===== src/rtl/mem_store_unit_pkg.sv =====
// Shared definitions for the store path: opcode/funct3 codes, FSM states
// and byte write-mask constants used by mem_store_unit and its lane aligner.
package mem_store_unit_pkg;

    localparam logic [6:0] OPC_STORE = 7'b0100011;

    localparam logic [2:0] FNC_SB = 3'b000;
    localparam logic [2:0] FNC_SH = 3'b001;
    localparam logic [2:0] FNC_SW = 3'b010;

    localparam logic [3:0] WMASK_NONE = 4'b0000;
    localparam logic [3:0] WMASK_B0   = 4'b0001;
    localparam logic [3:0] WMASK_LO   = 4'b0011;
    localparam logic [3:0] WMASK_HI   = 4'b1100;
    localparam logic [3:0] WMASK_ALL  = 4'b1111;

    typedef enum logic {
        ST_IDLE,
        ST_ISSUE
    } store_state_e;

    // True when funct3 names one of the three supported store widths.
    function automatic logic is_legal_store(input logic [2:0] funct3);
        return (funct3 == FNC_SB) || (funct3 == FNC_SH) || (funct3 == FNC_SW);
    endfunction

endpackage


===== src/rtl/store_lane_align.sv =====
// Combinational store lane aligner: replicates rs2 data across byte lanes,
// builds the byte write mask, and flags misaligned or illegal requests.
module store_lane_align
    import mem_store_unit_pkg::*;
#(
    parameter int unsigned XLEN = 32
) (
    input  logic [2:0]      funct3_i,
    input  logic [1:0]      offset_i,
    input  logic [XLEN-1:0] data_i,
    output logic [XLEN-1:0] wdata_o,
    output logic [3:0]      wmask_o,
    output logic            misaligned_o,
    output logic            illegal_o
);

    // Lane replication and mask generation per store width.
    always_comb begin
        wdata_o      = '0;
        wmask_o      = WMASK_NONE;
        misaligned_o = 1'b0;
        illegal_o    = !is_legal_store(funct3_i);
        unique case (funct3_i)
            FNC_SB: begin
                wdata_o = {4{data_i[7:0]}};
                wmask_o = WMASK_B0 << offset_i;
            end
            FNC_SH: begin
                wdata_o      = {2{data_i[15:0]}};
                wmask_o      = offset_i[1] ? WMASK_HI : WMASK_LO;
                misaligned_o = offset_i[0];
            end
            FNC_SW: begin
                wdata_o      = data_i;
                wmask_o      = WMASK_ALL;
                misaligned_o = (offset_i != 2'b00);
            end
            default: begin
                wdata_o = '0;
                wmask_o = WMASK_NONE;
            end
        endcase
    end

endmodule


===== src/rtl/mem_store_unit.sv =====
// Store unit between the EX/MEM register and the data-memory write port.
// Aligns store data, holds one request under valid/ready back-pressure,
// supports back-to-back issue, and counts completed stores.
// Optional build macro MEM_MISALIGN_TRAP_EN: misaligned stores are dropped
// and reported on misalign_trap instead of being issued.
module mem_store_unit
    import mem_store_unit_pkg::*;
#(
    parameter int unsigned XLEN  = 32,
    parameter int unsigned CNT_W = 16
) (
    input  logic             clk,
    input  logic             reset,
    input  logic             st_valid,
    output logic             st_ready,
    input  logic [2:0]       st_funct3,
    input  logic [XLEN-1:0]  st_addr,
    input  logic [XLEN-1:0]  st_data,
    output logic             dmem_req_valid,
    input  logic             dmem_req_ready,
    output logic [XLEN-1:0]  dmem_addr,
    output logic [XLEN-1:0]  dmem_wdata,
    output logic [3:0]       dmem_wmask,
    output logic             stall,
    output logic             store_done,
`ifdef MEM_MISALIGN_TRAP_EN
    output logic             misalign_trap,
`endif
    output logic [CNT_W-1:0] store_cnt
);

`ifdef MEM_MISALIGN_TRAP_EN
    localparam bit TRAP_MISALIGNED = 1'b1;
`else
    localparam bit TRAP_MISALIGNED = 1'b0;
`endif

    store_state_e      state_q, state_d;
    logic [XLEN-1:0]   addr_q, addr_d;
    logic [XLEN-1:0]   wdata_q, wdata_d;
    logic [3:0]        wmask_q, wmask_d;
    logic [CNT_W-1:0]  cnt_q, cnt_d;
    logic              done_q, done_d;

    logic [XLEN-1:0]   al_wdata;
    logic [3:0]        al_wmask;
    logic              al_misaligned;
    logic              al_illegal;

    logic              handshake;
    logic              accept;
    logic              issue;

    store_lane_align #(
        .XLEN (XLEN)
    ) u_align (
        .funct3_i     (st_funct3),
        .offset_i     (st_addr[1:0]),
        .data_i       (st_data),
        .wdata_o      (al_wdata),
        .wmask_o      (al_wmask),
        .misaligned_o (al_misaligned),
        .illegal_o    (al_illegal)
    );

    // Handshake and accept qualifiers; the only paths from dmem_req_ready.
    always_comb begin
        st_ready  = (state_q == ST_IDLE) || ((state_q == ST_ISSUE) && dmem_req_ready);
        stall     = st_valid && !st_ready;
        handshake = (state_q == ST_ISSUE) && dmem_req_ready;
        accept    = st_valid && st_ready;
        issue     = accept && !al_illegal && !(TRAP_MISALIGNED && al_misaligned);
    end

    // Next-state and payload: a handshake retires the held request, and an
    // issuable accept in the same cycle reloads it so ISSUE is kept with no bubble.
    always_comb begin
        state_d = state_q;
        addr_d  = addr_q;
        wdata_d = wdata_q;
        wmask_d = wmask_q;
        cnt_d   = cnt_q;
        done_d  = handshake || (accept && !issue);
        if (handshake) begin
            state_d = ST_IDLE;
            cnt_d   = cnt_q + CNT_W'(1);
        end
        if (issue) begin
            state_d = ST_ISSUE;
            addr_d  = {st_addr[XLEN-1:2], 2'b00};
            wdata_d = al_wdata;
            wmask_d = al_wmask;
        end
    end

    // State, payload and counter registers with synchronous reset.
    always_ff @(posedge clk) begin
        if (reset) begin
            state_q <= ST_IDLE;
            addr_q  <= '0;
            wdata_q <= '0;
            wmask_q <= '0;
            cnt_q   <= '0;
            done_q  <= 1'b0;
        end else begin
            state_q <= state_d;
            addr_q  <= addr_d;
            wdata_q <= wdata_d;
            wmask_q <= wmask_d;
            cnt_q   <= cnt_d;
            done_q  <= done_d;
        end
    end

`ifdef MEM_MISALIGN_TRAP_EN
    logic trap_q;

    // Trap pulse one cycle after a misaligned legal store is accepted.
    always_ff @(posedge clk) begin
        if (reset) begin
            trap_q <= 1'b0;
        end else begin
            trap_q <= accept && !al_illegal && al_misaligned;
        end
    end

    assign misalign_trap = trap_q;
`endif

    assign dmem_req_valid = (state_q == ST_ISSUE);
    assign dmem_addr      = addr_q;
    assign dmem_wdata     = wdata_q;
    assign dmem_wmask     = wmask_q;
    assign store_done     = done_q;
    assign store_cnt      = cnt_q;

endmodule


===== config.mk =====
export PLATFORM = sky130hd
export DESIGN_NAME = mem_store_unit
export DESIGN_NICKNAME = d
export VERILOG_FILES = /design/src/rtl/mem_store_unit_pkg.sv /design/src/rtl/store_lane_align.sv /design/src/rtl/mem_store_unit.sv
export SDC_FILE = /design/constraint.sdc
export NUM_CORES = 1
export LEC_CHECK = 0
export ABC_CLOCK_PERIOD_IN_PS = 3500
export CAP_MARGIN = 25
export CORE_ASPECT_RATIO = 0.8
export CORE_MARGIN = 1
export CORE_UTILIZATION = 45
export CTS_BUF_LIST = sky130_fd_sc_hd__clkbuf_8 sky130_fd_sc_hd__clkbuf_16
export DETAILED_ROUTE_END_ITERATION = 6
export HOLD_SLACK_MARGIN = 0.02
export PLACE_DENSITY = 0.95
export SYNTH_ARGS = -nofsm -noshare
export SYNTH_HDL_FRONTEND = slang
export SYNTH_HIERARCHICAL = 1
export SYNTH_SLANG_ARGS = --single-unit

===== constraint.sdc =====
create_clock -name clk -period 3.5 [get_ports clk]
set_input_delay 0.525 -clock clk [delete_from_list [all_inputs] [get_ports clk]]
set_output_delay 0.525 -clock clk [all_outputs]
set_load 0.1 [all_outputs]

Yosys cells after proc, flatten, opt, wreduce, memory -nomap -nowiden
Index checks and enable logic that the tools add are counted.
{"block": "word_totals", "output_inout_bits": 88, "memories": 0, "register_bits": 84, "ram_bits": 0, "rom_bits": 0, "latch_bits": 0, "inputBits": 71}
{"block": "op_classes", "n_eq_ne": 2, "addsub": 1, "reduce_logical": 13, "mux": 5, "bitwise": 1, "magnitude_cmp": 0, "shifts": 1, "n_mul": 0, "div": 0}
{"op": "$pmux 32 s3", "n": 1}
{"op": "$add 16x1->16 const B", "n": 1}
{"op": "$pmux 4 s3", "n": 1}
{"op": "$logic_and 1x1->1", "n": 5}
{"op": "$logic_or 1x1->1", "n": 4}
{"op": "$mux 4", "n": 1}
{"op": "$shl 1x2->4 const A", "n": 1}
{"op": "$eq 3x1->1 const B", "n": 1}
{"op": "$eq 3x2->1 const B", "n": 1}
{"op": "$logic_not 3->1", "n": 1}
{"op": "$logic_not 1->1", "n": 2}
{"op": "$mux 1", "n": 2}
{"op": "$reduce_bool 2->1", "n": 1}
{"op": "$not 1->1", "n": 1}

Logic depth before layout (Yosys ltp)
{"block": "logic_depth", "depth_word": 7, "depth_mapped": 8, "depth_no_buf": 5}

By module
Netlist, hierarchy kept.
{"module": "mem_store_unit", "cells_per_inst": 380, "seq_area_each_um2": 1681.6, "instances": 1, "area_each_um2": 3059.2}
{"module": "store_lane_align", "cells_per_inst": 101, "seq_area_each_um2": 0.0, "instances": 1, "area_each_um2": 571.8}

Worst setup path after synthesis
No wires, ideal clock.
{"block": "synth_timing", "path_kind": "register to output", "startpoint": "register state_q, in the netlist dmem_req_valid", "endpoint": "output port stall", "path_buffers": 0, "setup_slack_ns": -0.505, "stages_incl_launch_ff": 3, "t_required_ns": 2.975, "t_arrival_ns": 3.480, "path_cell_list": "dfxtp_1 > nand2b_1 > nor2_1"}
{"block": "synth_between", "elab_chain_cells": 4}
{"item": "start, declared", "line_no": "mem_store_unit.sv:38", "text": "store_state_e state_q, state_d;"}
{"item": "start signal, assigned", "line_no": "mem_store_unit.sv:106", "text": "state_q <= state_d;"}
{"item": "$logic_and 1x1->1 or $not 1->1 (tied branches)", "line_no": "mem_store_unit.sv:68", "text": "st_ready = (state_q == ST_IDLE) || ((state_q == ST_ISSUE) && dmem_req_ready);"}
{"item": "$logic_or 1x1->1 *", "line_no": "mem_store_unit.sv:68"}
{"item": "net st_ready", "line_no": "mem_store_unit.sv:15", "text": "output logic st_ready,"}
{"item": "$logic_not 1->1 *", "line_no": "mem_store_unit.sv:69", "text": "stall = st_valid && !st_ready;"}
{"item": "$logic_and 1x1->1 *", "line_no": "mem_store_unit.sv:69"}
{"item": "end, declared", "line_no": "mem_store_unit.sv:24", "text": "output logic stall,"}
The timed path passes the listed nets; every way through them passes the cells marked *.

Worst setup path in the final report
{"block": "layout_timing", "startpoint": "register cnt_q[3], in the netlist store_cnt[3]", "endpoint": "output port store_cnt[3]"}
{"item": "start, declared", "line_no": "mem_store_unit.sv:42", "text": "logic [CNT_W-1:0] cnt_q, cnt_d;"}
{"item": "start signal, assigned", "line_no": "mem_store_unit.sv:110", "text": "cnt_q <= cnt_d;"}
{"item": "end, declared", "line_no": "mem_store_unit.sv:29", "text": "output logic [CNT_W-1:0] store_cnt"}
No word-level cell between the ends.

==> results by group <==
Routing
  • Drt pass-1 iters: 7
  • Vias: 3897
  • Wirelength per Cell: 14.89 um
  • Via density: 5.346
  • Iter 0 DRT Violations: 269
  • Final ANT Viol Nets: 0
  • Routed wire length: 10.85 mm
  • # DRC: 0

Worst hold path
  • Hold Crit Start: dmem_addr[16]
  • Worst Hold Class: reg -> reg

Clock tree
  • # Post-CTS Setup Buffers: 0
  • Worst-case clock buffer depth: 2
  • Root Buffer: clkbuf_8
  • H-tree Lvls: 3
  • Clock Sinks: 84
  • Clock latency on the worst-skew pair: 350 ps
  • Post-CTS Resized: 0
  • CTS Hold Bufs: 0
  • Clock transition at the registers of the reported paths: 80 ps
  • TritonCTS buffer count: 9
  • CTS tree: done

Floorplan
  • Initial core utilization: 47.58%
  • Core area: 7602 um2
  • Height of the die: 82.19 um
  • # IOs: 159
  • Num rows: 28
  • Die width: 102.2 um
  • DIE AREA: 8403 um2

Yosys
  • Synth warnings: 6
  • Synth Cell Area: 3617 um2
  • Mapped Cells: 478
  • Syn Area/Cell: 7.567 um2

STA
  • FMAX: 388.6 MHz
  • Final worst path period share: 73.53%
  • RSZ-0062 raised after global routing: no
  • Actual slew at the worst max-slew pin: 1034 ps
  • Worst rel slew slack: 30.87%
  • Setup tns final: 0 ps
  • Final hold violations: 0
  • Clock skew: 8.996 ps
  • Worst Hold Slack: 455.6 ps
  • Final Setup Violations: 0
  • Slew Viols, Final: 0
  • Post-route minimum period: 2574 ps

Setup path
  • CP Launch Point: store_cnt[3]
  • Reg2reg start: store_cnt[3]
  • Critical Path RT: 2970 ps
  • Number of buffer and inverter stages on the critical path: 1
  • CP Data Arrival Time: 2050 ps
  • Worst Setup Start Kind: flop
  • CP top delay family: buffers and inverters
  • Worst path max stage delay: 1200 ps
  • Critical-path maximum fanout: 7
  • Crit-path slowest cell: clkdlybuf4s50_1
  • Setup crit end kind: output port
  • Critical path cell sequence: clkdlybuf4s50_1
  • CP Class: reg -> out

Power and ir drop
  • Leakage power: 1.864 nW
  • Power Dens Cells: 416.2 nW/um2
  • Worst vdd ir: 0.0003186 V

Global route
  • First-pass GRT wire length: 16.97 mm
  • Vias in the first global route: 3598
  • Global Route met3 Usage: 10.52%
  • Initial antenna violation count: 0
  • Largest net degree at the start of global routing: 48
  • Met2 Use GR: 44.97%
  • Overflow after GRT: 0
  • GR Util met1: 29.58%
  • Gr usage total: 26.33%
  • GR peak layer: met2

Place
  • Placer congestion estimate: 1.031
  • Placed inst area: 5194 um2
  • IO buf count: 156
  • Placed insts: 713
  • DP HPWL: 8.001 mm

Cells and area
  • Commonest non-fill, non-tap cells in the layout: clkdlybuf4s50_1, nand2_1, a21oi_1
  • Final #Nets: 691
  • Syn-to-layout area delta: 49.74%
  • Non-Filler Instances: 729
  • Commonest non-fill, non-tap cell in the layout: clkdlybuf4s50_1
  • Fillcell total: 602
  • Fin area: 5416 um2
  • Antenna cells: 0
  • Share of layout cells above drive strength 1: 5.929%

Status
  • Status: completed

Job
  • Max-Cap Viols: 0
## flip-flops by register name (all words and copies together) (netlist names)
signal	flops
dmem_wdata	32
dmem_addr	30
store_cnt	16
dmem_wmask	4
dmem_req_valid	1
store_done	1
## power breakdown
group / total, mW / switching (mW) / internal [mW]
Clock: 0.770 / 0.363 / 0.407
Combinational: 0.488 / 0.332 / 0.156
Sequential: 0.997 / 0.0154 / 0.981
## worst min-delay path, delay by kind of cell (launching register included)
kind | cells | cell delay [ps]
simple gates | 1 | 50
compound gates | 1 | 50
flops | 1 | 310
## path summary, 6_finish.rpt
kind,end,slack (ps),cells past startpoint
worst max-delay path,store_cnt[3],930,1
worst min-delay path,dmem_addr[16],460,2
worst max register to register,store_cnt[15],1590,4
worst min register to register,dmem_addr[16],460,2
## final cells by class
| cell class | instances | area [um2] | area share (%) |
|---|---|---|---|
| Clock inverter | 7 | 98.84 | 1.825 |
| Clock buffer | 9 | 123.9 | 2.287 |
| Tap cell | 105 | 131.4 | 2.426 |
| Sequential cell | 84 | 1682 | 31.05 |
| Inverter | 6 | 22.52 | 0.4158 |
| Timing Repair Buffer | 164 | 1612 | 29.75 |
| Multi-Input combinational cell | 354 | 1747 | 32.25 |
## layer usage
metal / part of all wire [%] / up-vias / routed length [um]
li1: - / 1869 / -
met4: 2.5 / 0 / 268
met1: 39 / 1792 / 4192
met3: 10 / 31 / 1127
met2: 49 / 205 / 5264
met5: 0 / - / 0
## metrics by stage
stage               setup WS (ps)  power, mW  util, %
floorplan                   226.0      1.343        -
global placement             1090      1.496    68.32
detailed placement          975.2      1.503    68.32
CTS                         930.9      2.267    71.25
global route                878.1      2.337    71.25
finish                      926.5      2.254    71.25
Note: power is estimated with default switching activity, not from simulation.
